<file path="config.mk">
export PLATFORM = sky130hd
export DESIGN_NAME = mtf_decoder
export DESIGN_NICKNAME = d
export VERILOG_FILES = /design/src/rtl/mtf_decoder.sv
export SDC_FILE = /design/constraint.sdc
export NUM_CORES = 1
export LEC_CHECK = 0
export CAP_MARGIN = 10
export CELL_PAD_IN_SITES_DETAIL_PLACEMENT = 1
export CELL_PAD_IN_SITES_GLOBAL_PLACEMENT = 2
export CORE_MARGIN = 2
export CORE_UTILIZATION = 29
export CTS_CLUSTER_SIZE = 25
export DETAILED_ROUTE_END_ITERATION = 12
export PLACE_DENSITY = 0.87
export SYNTH_ARGS = -nofsm -noshare
export SYNTH_HDL_FRONTEND = slang
export SYNTH_SLANG_ARGS = --single-unit
</file>
<file path="constraint.sdc">
create_clock -name clk_in -period 2.2 [get_ports clk_in]
set_input_delay 0.44 -clock clk_in [delete_from_list [all_inputs] [get_ports clk_in]]
set_output_delay 0.44 -clock clk_in [all_outputs]
set_load 0.02 [all_outputs]
</file>
<file path="src/rtl/mtf_decoder.sv">
// Move-to-front decoder: turns hit/literal codes back into symbols and keeps a recency list
// in step with the encoder. Define MTF_DEC_FLUSH_EN to add the synchronous flush_in port.
module mtf_decoder #(
  parameter  int WIDTH = 8,
  parameter  int NUM   = 4,
  localparam int IDXW  = $clog2(NUM)
) (
`ifdef MTF_DEC_FLUSH_EN
  input  logic                  flush_in,
`endif
  input  logic                  clk_in,
  input  logic                  rst_n_in,
  input  logic                  in_valid,
  output logic                  in_ready,
  input  logic                  in_hit,
  input  logic [IDXW-1:0]       in_idx,
  input  logic [WIDTH-1:0]      in_literal,
  output logic                  out_valid,
  input  logic                  out_ready,
  output logic [WIDTH-1:0]      out_data,
  output logic                  out_error,
  output logic [NUM*WIDTH-1:0]  list_out,
  output logic [NUM-1:0]        list_valid,
  output logic [IDXW:0]         fill_out
);

  logic [WIDTH-1:0] entry_q [NUM];
  logic [WIDTH-1:0] entry_d [NUM];
  logic [NUM-1:0]   valid_q, valid_d;
  logic [IDXW:0]    fill_q, fill_d;
  logic             out_valid_q, out_error_q;
  logic [WIDTH-1:0] out_data_q;

  logic             flush;
  logic             accept;
  logic             match_found;
  logic [IDXW-1:0]  match_idx;
  logic             idx_ok;
  logic             move_front;
  logic [IDXW-1:0]  pos;
  logic [WIDTH-1:0] sym;
  logic             code_error;
  logic [WIDTH-1:0] code_data;

`ifdef MTF_DEC_FLUSH_EN
  assign flush = flush_in;
`else
  assign flush = 1'b0;
`endif

  assign in_ready = (!out_valid_q || out_ready) && !flush;
  assign accept   = in_valid && in_ready;

  // Lowest matching valid entry wins, so a literal never creates a duplicate.
  always_comb begin
    match_found = 1'b0;
    match_idx   = '0;
    for (int i = 0; i < NUM; i++) begin
      if (!match_found && valid_q[i] && (entry_q[i] == in_literal)) begin
        match_found = 1'b1;
        match_idx   = IDXW'(i);
      end
    end
  end

  always_comb begin
    idx_ok = 1'b0;
    if (int'(in_idx) < NUM) idx_ok = valid_q[in_idx];
  end

  assign move_front = in_hit ? idx_ok : match_found;
  assign pos        = in_hit ? in_idx : match_idx;

  always_comb begin
    sym = '0;
    for (int i = 0; i < NUM; i++) begin
      if (IDXW'(i) == pos) sym = entry_q[i];
    end
  end

  assign code_error = in_hit && !idx_ok;
  assign code_data  = code_error ? '0 : (move_front ? sym : in_literal);

  always_comb begin
    entry_d = entry_q;
    valid_d = valid_q;
    fill_d  = fill_q;
    if (flush) begin
      for (int i = 0; i < NUM; i++) entry_d[i] = '0;
      valid_d = '0;
      fill_d  = '0;
    end else if (accept) begin
      if (move_front) begin
        entry_d[0] = sym;
        for (int i = 1; i < NUM; i++) begin
          if (i <= int'(pos)) entry_d[i] = entry_q[i-1];
        end
      end else if (!in_hit) begin
        entry_d[0] = in_literal;
        for (int i = 1; i < NUM; i++) entry_d[i] = entry_q[i-1];
        valid_d = {valid_q[NUM-2:0], 1'b1};
        if (fill_q != (IDXW+1)'(NUM)) fill_d = fill_q + 1'b1;
      end
    end
  end

  always_ff @(posedge clk_in or negedge rst_n_in) begin
    if (!rst_n_in) begin
      for (int i = 0; i < NUM; i++) entry_q[i] <= '0;
      valid_q     <= '0;
      fill_q      <= '0;
      out_valid_q <= 1'b0;
      out_data_q  <= '0;
      out_error_q <= 1'b0;
    end else begin
      entry_q <= entry_d;
      valid_q <= valid_d;
      fill_q  <= fill_d;
      if (accept) begin
        out_valid_q <= 1'b1;
        out_data_q  <= code_data;
        out_error_q <= code_error;
      end else if (out_ready) begin
        out_valid_q <= 1'b0;
      end
    end
  end

  always_comb begin
    list_out = '0;
    for (int i = 0; i < NUM; i++) list_out[i*WIDTH +: WIDTH] = entry_q[i];
  end

  assign list_valid = valid_q;
  assign fill_out   = fill_q;
  assign out_valid  = out_valid_q;
  assign out_data   = out_data_q;
  assign out_error  = out_error_q;

endmodule
</file>
---- Yosys cells after proc, flatten, opt, wreduce, memory -nomap -nowiden ----
Cells that the tools add are included.
operators by class
  order comparisons ....................... 4
  add/sub/neg operators ................... 1
  bitwise gates (word level) .............. 2
  reductions and logical operators ........ 23
  eq/ne operators ......................... 12
  muxes and demuxes ....................... 24
operator list
  operator                                                                      count
  8-bit two-way mux                                                             9
  32-bit two-way mux                                                            2
  8-bit == test                                                                 4
  3-bit AND reduction                                                           4
  1-bit logical AND                                                             9
  1-bit two-way mux                                                             9
  2-bit by 1-bit inequality test with 1-bit output, second input constant       4
  2-bit two-way mux                                                             3
  1-bit zero test                                                               5
  2-bit == test, first input constant                                           2
  2-bit <= comparator, first input constant                                     2
  4-bit AND reduction                                                           1
  3-bit by 1-bit adder with 3-bit output, second input constant                 1
  2-bit by 3-bit less-than comparator with 1-bit output, second input constant  1
  3-bit inequality test, second input constant                                  1
  1-bit binary-select mux with 2-bit select                                     1
  1-bit by 2-bit == test with 1-bit output, first input constant                1
  1-bit by 2-bit <= comparator with 1-bit output, first input constant          1
  2-bit zero test                                                               1
  1-bit inverter                                                                2
  2-bit AND reduction                                                           1
  2-bit nonzero test                                                            1
  1-bit logical OR                                                              1
word-level totals
  flip-flop bits (word level) ............. 49
  word-level logic and storage cells ...... 75
  input port bits ......................... 15

---- Longest topological paths before layout ----
Gate-level depths: netlist (run 1).
  depth in word-level cells ............... 23
  mapped depth ............................ 10
  gate-level depth less buffers ........... 7

---- Least setup slack after synthesis (run 1) ----
No wires, ideal clock.
  path type ............................... in2reg
  start ................................... input in_literal[0]
  end ..................................... register entry_q, in the netlist list_out[28]
  path slack .............................. -0.042 ns
  arrival ................................. 2.117 ns
  stages on the path ...................... 9
  library setup time ...................... 0.125 ns
  cells stage by stage .................... buf_6 -> xor2_1 -> nor4_2 -> a41oi_1 -> nand4_2 -> nor2b_4 -> a21o_1 -> buf_6 -> mux2_4
on the way
  word-level cells in the longest chain between the ends .. 19
  elaborated cells between the ends (all ways) .. 28
  those cells by class .................... 1 x order compare; 6 x eq/ne; 10 x mux; 11 x reduce/logical
ends and longest elaborated chain
  element                                                            line  source
  start: declaration                                                 17    input logic [WIDTH-1:0] in_literal,
  8-bit == test                                                      59    if (!match_found && valid_q[i] && (entry_q[i] == in_literal)) begin
  1-bit logical AND                                                  59
  1-bit two-way mux                                                  59
  1-bit zero test                                                    59
  1-bit logical AND (2 in a row)                                     59
  1-bit two-way mux                                                  59
  1-bit zero test                                                    59
  1-bit logical AND (2 in a row)                                     59
  1-bit two-way mux                                                  59
  1-bit zero test                                                    59
  1-bit logical AND (2 in a row)                                     59
  2-bit two-way mux                                                  59
  2-bit two-way mux                                                  72    assign pos = in_hit ? in_idx : match_idx;
  2-bit <= comparator                                                96    if (i <= int'(pos)) entry_d[i] = entry_q[i-1];
  2-bit by 1-bit inequality test with 1-bit output (no source line)  --
  3-bit AND reduction (no source line)                               --
  end signal: assignment                                             116   entry_q <= entry_d;
  end: declaration                                                   27    logic [WIDTH-1:0] entry_q [NUM];
Several ways; a longest one is shown, not always the timed one.
A chain may end at the register's enable or synchronous reset.

---- Worst setup path after layout (run 1) ----
  start ................................... register entry_q, in the netlist list_out[17]
  end ..................................... register entry_q, in the netlist list_out[27]
on the way
  word-level cells in the longest chain between the ends .. 11
  elaborated cells between the ends (all ways) .. 16
  those cells by class .................... 1 x order compare; 3 x eq/ne; 7 x mux; 5 x reduce/logical
ends and longest elaborated chain
  element                                                            line
  8-bit == test *                                                    59
  1-bit logical AND *                                                59
  1-bit two-way mux                                                  59
  1-bit zero test                                                    59
  1-bit logical AND (2 in a row)                                     59
  2-bit two-way mux                                                  59
  2-bit two-way mux                                                  72
  2-bit <= comparator                                                96
  2-bit by 1-bit inequality test with 1-bit output (no source line)  --
  3-bit AND reduction (no source line)                               --
Every way passes the cells marked *; elsewhere a longest branch is shown, timed or not.

==> results of run 1 <==
## per-layer routing
metal | vias to the layer above | GRT usage
li1 | 1309 | -
met1 | 1456 | 0.2670
met2 | 64 | 0.3401
met3 | 9 | 0.02968
met4 | 0 | 0.05169
met5 | - | 0
## cells in the mapped netlist, types with 7 or more instances
library cell and n:
nand2_1 24, mux2i_1 8, xor2_1 7, inv_1 12, xnor2_1 26, nand2b_1 7, dfrtp_1 49, mux2_2 13
a22oi_1 10, a21oi_1 16, nor3_1 10, o21ai_0 14
## cell usage in the layout (no fill, tap or decap), drive strengths merged, types with 4 or more instances in the layout
master	instances
nand3	7
dfrtp	49
xor2	7
a21oi	17
and3	7
buf	82
a22oi	10
clkdlybuf4s50	54
nand2b	7
and2	4
a31oi	4
clkbuf	12
nor2	4
xnor2	26
a2bb2oi	4
mux2	19
nand2	24
nor3	11
inv	12
nand4	7
o21ai	21
mux2i	8
## cell families (layout without fill, tap and decap cells)
kind of cell             Yosys count  in the layout
flip-flops                        49             49
AO/OA/AOI/OAI                     70             70
XOR/XNOR                          33             33
multiplexers                      28             28
buffers and inverters             32            162
adder cells (fa/ha/maj)            2              2
AND/OR/NAND/NOR                   82             82
## worst paths after layout
path,from,end,slack [ns]
max in group asynchronous,rst_n_in,list_out[9],1.54
hold / removal,rst_n_in,list_valid[3],0.12
hold reg to reg,out_error,out_error,0.49
setup / recovery,list_out[17],list_out[27],0.02
setup reg to reg,list_out[17],list_out[27],0.02
min in group clk_in,out_error,out_error,0.49
## registers in the layout (all words and copies together) (netlist names)
register,cells
out_valid,1
out_error,1
list_out,32
fill_out,3
list_valid,4
out_data,8
## power groups by stage
| stage | clock network [mW] | registers (mW) | logic, mW |
|---|---|---|---|
| after floorplan | 0 | 2.00 | 0.969 |
| after global placement | 0 | 1.53 | 2.91 |
| after detailed placement | 0 | 1.55 | 2.97 |
| after CTS | 0.610 | 1.56 | 3.05 |
| after global routing | 0.646 | 1.62 | 3.43 |
| final | 0.594 | 1.58 | 3.23 |
## timing repair
item / in CTS / in global routing
endpoints found under the setup margin: 46 / 39
gates resized for setup: 41 / 48
buffers inserted: 1 / 5
hold endpoints to repair: 0 / 0
pin swaps: 11 / 15
## stage by stage
step | hold slack, ns | power (mW) | setup WS, ns
detailed placement | 0.4616 | 4.520 | -0.7827
CTS | 0.1300 | 5.225 | -0.001002
floorplan | 0.1444 | 2.974 | 0.0007294
finish | 0.1153 | 5.405 | 0.02437
global placement | 0.4587 | 4.439 | -0.6999
global route | 0.1474 | 5.704 | -0.05102
## cell type report
cell class | count | area, um^2 | area share
timing repair buffer | 142 | 1274 | 0.2695
clock inverter | 1 | 5.005 | 0.001059
inverter | 12 | 45.04 | 0.009531
sequential | 49 | 1226 | 0.2595
clock buffer | 7 | 96.34 | 0.02039
multi-input combinational | 215 | 1909 | 0.4040
tap | 136 | 170.2 | 0.03601
## critical path, delay by kind of cell, from the launching register on
family	cells	cell delay (ns)
AO/OA/AOI/OAI	1	0.17
AND/OR/NAND/NOR	4	0.75
XOR/XNOR	1	0.20
buffers and inverters	2	0.30
flip-flops	1	0.42
multiplexers	1	0.23
==> impl_metrics.toml, run 1 <==
[run_status]
status = "finished clean"

[timing]
worst_pin_slew_ns = 0.5673
min_period_over_period = 0.9889
fmax_mhz = 459.6
drv_slew = 0
final.setup.tns_ns = 0
setup_viol = 0
layout_min_cycle_time_ns = 2.176
slew_headroom = 0.6218
hold_viol = 0
grt_setup_unrepaired = "true"
fin_skew_ns = 0.007019

[synthesis]
synth-compound-area-share = 0.1555
yosysWarnings = 0
synthMuxAreaShare = 0.1127
async_flop_share = 1.000
synth_edf_count = 0
synth_top_area_cell = "dfrtp_1"
synth_top_area_share = 0.4075
synthCells = 296
synth_fa_ha_area_frac = 0.008316
yosys_most_used_dff = "dfrtp_1"
synth_top_family_by_area = "simple AND/OR/NAND/NOR gates"
ys_types = 53
syn_avg_cell_area_um2 = 10.17
yosys_register_bits = 49
syn-cell-area_um2 = 3009
synthSimpleGateAreaFrac = 0.1576
ys_seq_area_frac = 0.4075
mappedNetlistNets = 313
ys_top_cells_by_area = "dfrtp_1 (41%), xnor2_1 (7.6%), mux2_2 (4.9%), mux2_4 (3.0%), nand2_1 (3.0%)"
synth_xor_area_frac = 0.09605

[finish]
fin_util = 0.4640
final_area_um2 = 4726
diodes = 0
drive_gt1_frac = 0.4108
layout.cells.non_filler = 562
fill_cells = 1132
nets = 442
syn_to_final_growth_pct = 57.05

[grt]
antenna_found_initial = 0
grt_pass1_vias = 3070
globalRouteTotalUtil = 0.2003
grt_max_degree = 29
grt_first_pass_wirelength_mm = 17.24
grt_overflow = 0

[floorplanning]
core_um2 = 10180
rows = 37
io_pins = 65
start_util = 0.2955
die_area_um2 = 11210
die_w_um = 105.9
die_y_um = 105.9

[drt]
ant_nets = 0
top_layer = "met4"
wl_met1_mm = 5.037
finalWirelength_mm = 11.12
dr.pass1.iters = 4
post_drt_wl_per_cell_um = 19.79
met3_length_um = 385
drt_iter0_markers = 121
via_count = 2838
wl_met2_mm = 5.622
drc = 0
viasPerCell = 5.050

[pwr]
comb_power_share = 0.598
p_int_mw = 3.180
p_clk_frac = 0.110
powerDensity_nw_per_um2 = 1144
sw_frac_of_total = 0.4115
seqPwrFrac = 0.292
vdd_drop_max_uv = 532.6
p_leak_nw = 2.049
p_sw_mw = 2.224

[clocking]
clockBufferDepth = 2
cts-root-buf = "clkbuf_8"
htree_levels = 2
clock-sinks = 49
cts_tree = "built"
numCtsBuffers = 5
hold_buffers = 0
clk_pin_slew_ns = 0.09
clk_latency_ns = 0.31

[setup_path]
slowest_delay_ns = 0.42
required_ns = 2.42
crit_type = "flop to flop"
ff2ff_path_depth = 9
crit_chain = "xnor2_2 -> buf_4 -> nand4_1 -> or3_4 -> nand4_4 -> nor2b_4 -> a21o_4 -> buf_6 -> mux2i_1"
cp_max_fo = 5
crit_path_start_kind = "flop"
worstSetupEndpointType = "flop"
worstPathArrival_ns = 2.40
slowest_stage = "dfrtp_1"

[worst_hold_path]
min_path_type = "input pin to async pin"

[place]
dpl.cell_count = 548
dp_hpwl_mm = 8.489
postPlaceCellArea_um2 = 4312
place.gp.congestion = 0.8946
io_buffers = 64

[job]
max_cap_violations = 0
No activity file was read; power rests on OpenSTA's default activity.
==> run 2: changes to the inputs <==
--- a/config.mk
+++ b/config.mk
@@ -13,6 +13,7 @@
 export CTS_CLUSTER_SIZE = 25
 export DETAILED_ROUTE_END_ITERATION = 12
 export PLACE_DENSITY = 0.87
+export REMOVE_ABC_BUFFERS = 1
 export SYNTH_ARGS = -nofsm -noshare
 export SYNTH_HDL_FRONTEND = slang
 export SYNTH_SLANG_ARGS = --single-unit
==> impl_metrics.toml, run 2 (synthesis gave the netlist of run 1 again) <==
[timing]
worst_pin_slew_ns = 0.3930
setup_viol = 5
fin_skew_ns = 0.007179
setup_slack_ns = -0.04229
slew_headroom = 0.7361
min_period_over_period = 1.019
fmax_mhz = 446.0
grt_setup_unrepaired = "true"
layout_min_cycle_time_ns = 2.242
hold_viol = 0
drv_slew = 0

[setup_path]
worstSetupEndpointType = "flop"
rr_startpoint = "list_out[1]"
worstPathArrival_ns = 2.47
slowest_delay_ns = 0.42
worst-path-buf-inv = 2
cp_top_family = "simple AND/OR/NAND/NOR gates"
critPathCapture = "list_out[26]"
startpoint = "list_out[1]"
slowest_stage = "dfrtp_1"
crit_type = "flop to flop"
r2r-end = "list_out[26]"
path_depth = 9
crit_chain = "xor2_2 -> nor4_4 -> a41oi_2 -> buf_4 -> nand4_4 -> nor2b_4 -> a21o_4 -> buf_8 -> mux2i_4"
crit_path_start_kind = "flop"
r2r_setup_slack_ns = -0.04
required_ns = 2.43
ff2ff_path_depth = 9
cp_max_fo = 5

[clocking]
cts_tree = "built"
htree_levels = 2
hold_buffers = 0
cts-root-buf = "clkbuf_8"
clk_latency_ns = 0.31
clockBufferDepth = 2
numCtsBuffers = 5
clk_pin_slew_ns = 0.10
clock-sinks = 49

[pwr]
vdd_drop_max_uv = 740.9
powerDensity_nw_per_um2 = 1136
p_leak_nw = 2.077
p_total_mw = 5.518

[drt]
finalWirelength_mm = 11.51
post_drt_wl_per_cell_um = 20.22
drt_iter0_markers = 193
viasPerCell = 5.109
via_count = 2907
dr.pass1.iters = 4
ant_nets = 0
drc = 0

[finish]
fill_cells = 1138
final_common_cell = "buf_4"
largest_register_ffs = 32
syn_to_final_growth_pct = 61.37
nets = 450
final_area_um2 = 4856
diodes = 0
final_cell_mix = "buf_4 (78), clkdlybuf4s50_1 (54), dfrtp_1 (49)"
drive_gt1_frac = 0.4296

[worst_hold_path]
min_path_type = "input pin to async pin"

[grt]
grt_overflow = 0
grt_max_degree = 50
grt_pass1_vias = 3140
grt_first_pass_wirelength_mm = 17.93
globalRouteTotalUtil = 0.2083
antenna_found_initial = 0

[run_status]
status = "complete, but fails checks"
violations = "setup timing"

[floorplanning]
die_area_um2 = 11210
io_pins = 65
start_util = 0.2955
rows = 37
core_um2 = 10180
die_y_um = 105.9
die_w_um = 105.9

[place]
dp_hpwl_mm = 8.486
io_buffers = 64
place.gp.congestion = 0.9187
postPlaceCellArea_um2 = 4325

[job]
max_cap_violations = 0
run 2: cell count changes in the layout (fill, tap and decap cells not counted), moves of 3 or more:
cell             change
buf_4               +10
clkdlybuf4s15_2      +5
buf_12               -3
clkbuf_2             -4
run 2: area by class of cell:
type	count	area, um^2	share of cell area
tap	136	170.2	0.03504
timing repair buffer	150	1331	0.2742
sequential	49	1226	0.2525
inverter	12	45.04	0.009276
clock buffer	7	86.33	0.01778
multi-input combinational	215	1997	0.4112
run 2: worst min-delay path by stage:
stage	slack, ns	cells after the start	from	endpoint
3_3_place_gp	0.45	2	rst_n_in	list_valid[3]
6_report	0.10	2	rst_n_in	list_out[23]
4_1_cts	0.13	2	rst_n_in	list_valid[3]
5_1_grt	0.13	2	rst_n_in	list_valid[3]
3_5_place_dp	0.46	2	rst_n_in	list_out[23]
2_1_floorplan	0.14	0	rst_n_in	fill_out[0]
run 2: where the power goes:
group | switching [mW] | internal (mW)
clock network | 0.319 | 0.251
logic | 1.66 | 1.72
registers | 0.333 | 1.23
total | 2.31 | 3.21
run 2: what timing repair did:
| action | CTS | global route |
|---|---|---|
| setup endpoints to repair | 47 | 32 |
| resized for setup | 71 | 36 |
| pin swaps | 20 | 11 |
| buffers inserted | 6 | 1 |
run 2: metrics by stage:
step | hold slack, ns | util | TNS [ns] | std cells | worst slack [ns]
CTS | 0.1282 | 0.4624 | -0.002218 | 568 | -0.002218
finish | 0.1012 | 0.4768 | -0.06189 | 569 | -0.04229
floorplan | 0.1444 | - | -0.4395 | 276 | -0.07897
global placement | 0.4543 | 0.4247 | -30.05 | 558 | -0.7612
detailed placement | 0.4581 | 0.4247 | -31.28 | 558 | -0.7916
global route | 0.1275 | 0.4768 | -1.636 | 569 | -0.1033
run 2: routing by layer:
layer | track usage | vias up | wire, um
met5 | 0 | - | 0
met1 | 0.2826 | 1500 | 5085
met4 | 0.03947 | 0 | 158
met3 | 0.02659 | 14 | 491
li1 | - | 1324 | -
met2 | 0.3581 | 69 | 5772
==> run 3: changes to the inputs <==
==> constraint.sdc (replaced) <==
create_clock -name clk_in -period 2.05 [get_ports clk_in]
set_input_delay 0.41 -clock clk_in [delete_from_list [all_inputs] [get_ports clk_in]]
set_output_delay 0.41 -clock clk_in [all_outputs]
set_load 0.05 [all_outputs]
==> impl_metrics.toml, run 3 (synthesis gave the netlist of run 1 again) <==
[pwr]
powerDensity_nw_per_um2 = 1406
p_leak_nw = 2.272
vdd_drop_max_uv = 884.8

[timing]
min_period_over_period = 1.100
worst_pin_slew_ns = 0.5141
setup_slack_ns = -0.2045
final.setup.tns_ns = -7.465
hold_viol = 0
slew_headroom = 0.6562
layout_min_cycle_time_ns = 2.255
fmax_mhz = 443.6
grt_setup_unrepaired = "true"
drv_slew = 0
fin_skew_ns = 0.01090
setup_viol = 46

[drt]
post_drt_wl_per_cell_um = 21.13
finalWirelength_mm = 12.30
drt_iter0_markers = 188
via_count = 2973
viasPerCell = 5.108
ant_nets = 0
drc = 0
dr.pass1.iters = 4

[grt]
grt_pass1_vias = 3234
antenna_found_initial = 0
globalRouteTotalUtil = 0.2154
grt_first_pass_wirelength_mm = 18.31
grt_max_degree = 26
grt_overflow = 0

[run_status]
status = "complete, but fails checks"
violations = "setup timing"

[clocking]
numCtsBuffers = 5
clk_latency_ns = 0.33
clk_pin_slew_ns = 0.10
htree_levels = 2
hold_buffers = 0
cts-root-buf = "clkbuf_8"
cts_tree = "built"
clockBufferDepth = 2
clock-sinks = 49

[setup_path]
crit_path_start_kind = "flop"
slowest_delay_ns = 0.42
crit_chain = "xor2_1 -> nor4_2 -> buf_4 -> buf_6 -> a41o_4 -> nor2_4 -> buf_6 -> a32o_2 -> nor3_2 -> a21oi_1"
required_ns = 2.27
worstSetupEndpointType = "flop"
cp_max_fo = 6
worstPathArrival_ns = 2.47
slowest_stage = "dfrtp_1"
crit_type = "flop to flop"
cp_top_family = "compound AO/OA/AOI/OAI gates"
worst-path-buf-inv = 3
crit_top_cell = "buf_6"

[floorplanning]
core_um2 = 10180
start_util = 0.2955
io_pins = 65
rows = 37
die_y_um = 105.9
die_w_um = 105.9
die_area_um2 = 11210

[finish]
syn_to_final_growth_pct = 65.28
final_cell_mix = "buf_4 (107), dfrtp_1 (49), clkdlybuf4s50_1 (18)"
largest_register_ffs = 32
drive_gt1_frac = 0.5291
final_common_cell = "buf_4"
nets = 462
diodes = 0
fin_util = 0.4883

[place]
io_buffers = 64
dp_hpwl_mm = 8.831
place.gp.congestion = 0.9187

[worst_hold_path]
min_path_type = "input pin to async pin"

[job]
max_cap_violations = 0
==> run 3: changes by cell type in the layout (fill, tap and decap cells not counted), moves of 3 or more <==
cell / previous run / this run
clkdlybuf4s50_1: 54 / 18
nand2_2: 2 / 6
nand2_1: 22 / 16
a21oi_2: 0 / 3
buf_6: 4 / 12
dlymetal6s2s_1: 0 / 5
dlygate4sd2_1: 1 / 10
buf_4: 78 / 107
==> run 3: path summary, 6_finish.rpt <==
kind,startpoint,endpoint,slack (ns),cells after the start
max in group asynchronous,rst_n_in,list_out[19],1.67,2
setup / recovery,list_out[1],out_data[1],-0.20,10
setup reg to reg,list_out[1],out_data[1],-0.20,10
min in group clk_in,out_error,out_error,0.48,2
hold / removal,rst_n_in,list_valid[3],0.09,2
hold reg to reg,out_error,out_error,0.48,2
==> run 3: through the flow <==
stage               power, mW  worst slack, ns  hold WS, ns  area [um^2]  cells
floorplan               3.951          -0.4813       0.1144         2867    276
global placement        5.655          -0.8899       0.4490         4310    566
finish                  6.993          -0.2045      0.08750         4974    582
global route            7.288          -0.2887       0.1202         4974    582
CTS                     6.752          -0.1468       0.1044         4753    580
detailed placement      5.731          -0.9901       0.4553         4310    566
==> run 3: worst register-to-register path: stages (launching register included) <==
cell and delay (ns):
dfrtp_1 0.42, xor2_1 0.18, nor4_2 0.32, buf_4 0.20
buf_6 0.10, a41o_4 0.22, nor2_4 0.08, buf_6 0.13
a32o_2 0.28, nor3_2 0.13, a21oi_1 0.09
==> run 3: where the power goes <==
group / leakage (nW) / total [mW] / internal, mW / switching (mW)
Sequential: 0.576 / 1.65 / 1.32 / 0.322
Clock: 0.0585 / 0.769 / 0.399 / 0.370
Combinational: 1.64 / 4.58 / 1.86 / 2.72
==> run 3: timing repair <==
| item | 4_1_cts | 5_1_grt |
|---|---|---|
| cloned | 1 | 0 |
| gates resized for setup | 85 | 46 |
| endpoints found under the setup margin | 51 | 52 |
| setup buffers | 6 | 2 |
| pin swaps | 29 | 15 |
==> run 3: per-layer routing <==
metal / track usage / vias up / share of wire
li1: - / 1352 / -
met1: 0.2810 / 1534 / 0.43
met2: 0.3760 / 78 / 0.52
met3: 0.03958 / 9 / 0.042
met4: 0.03759 / 0 / 0.0070
met5: 0 / - / 0
==> run 3: cell type report <==
| class | count | area [um^2] |
|---|---|---|
| Tap cell | 136 | 170.2 |
| Multi-Input combinational cell | 215 | 2016 |
| Inverter | 12 | 45.04 |
| Clock inverter | 1 | 30.03 |
| Fill cell | 1124 | 5211 |
| Timing Repair Buffer | 162 | 1400 |
| Clock buffer | 7 | 86.33 |
| Sequential cell | 49 | 1226 |
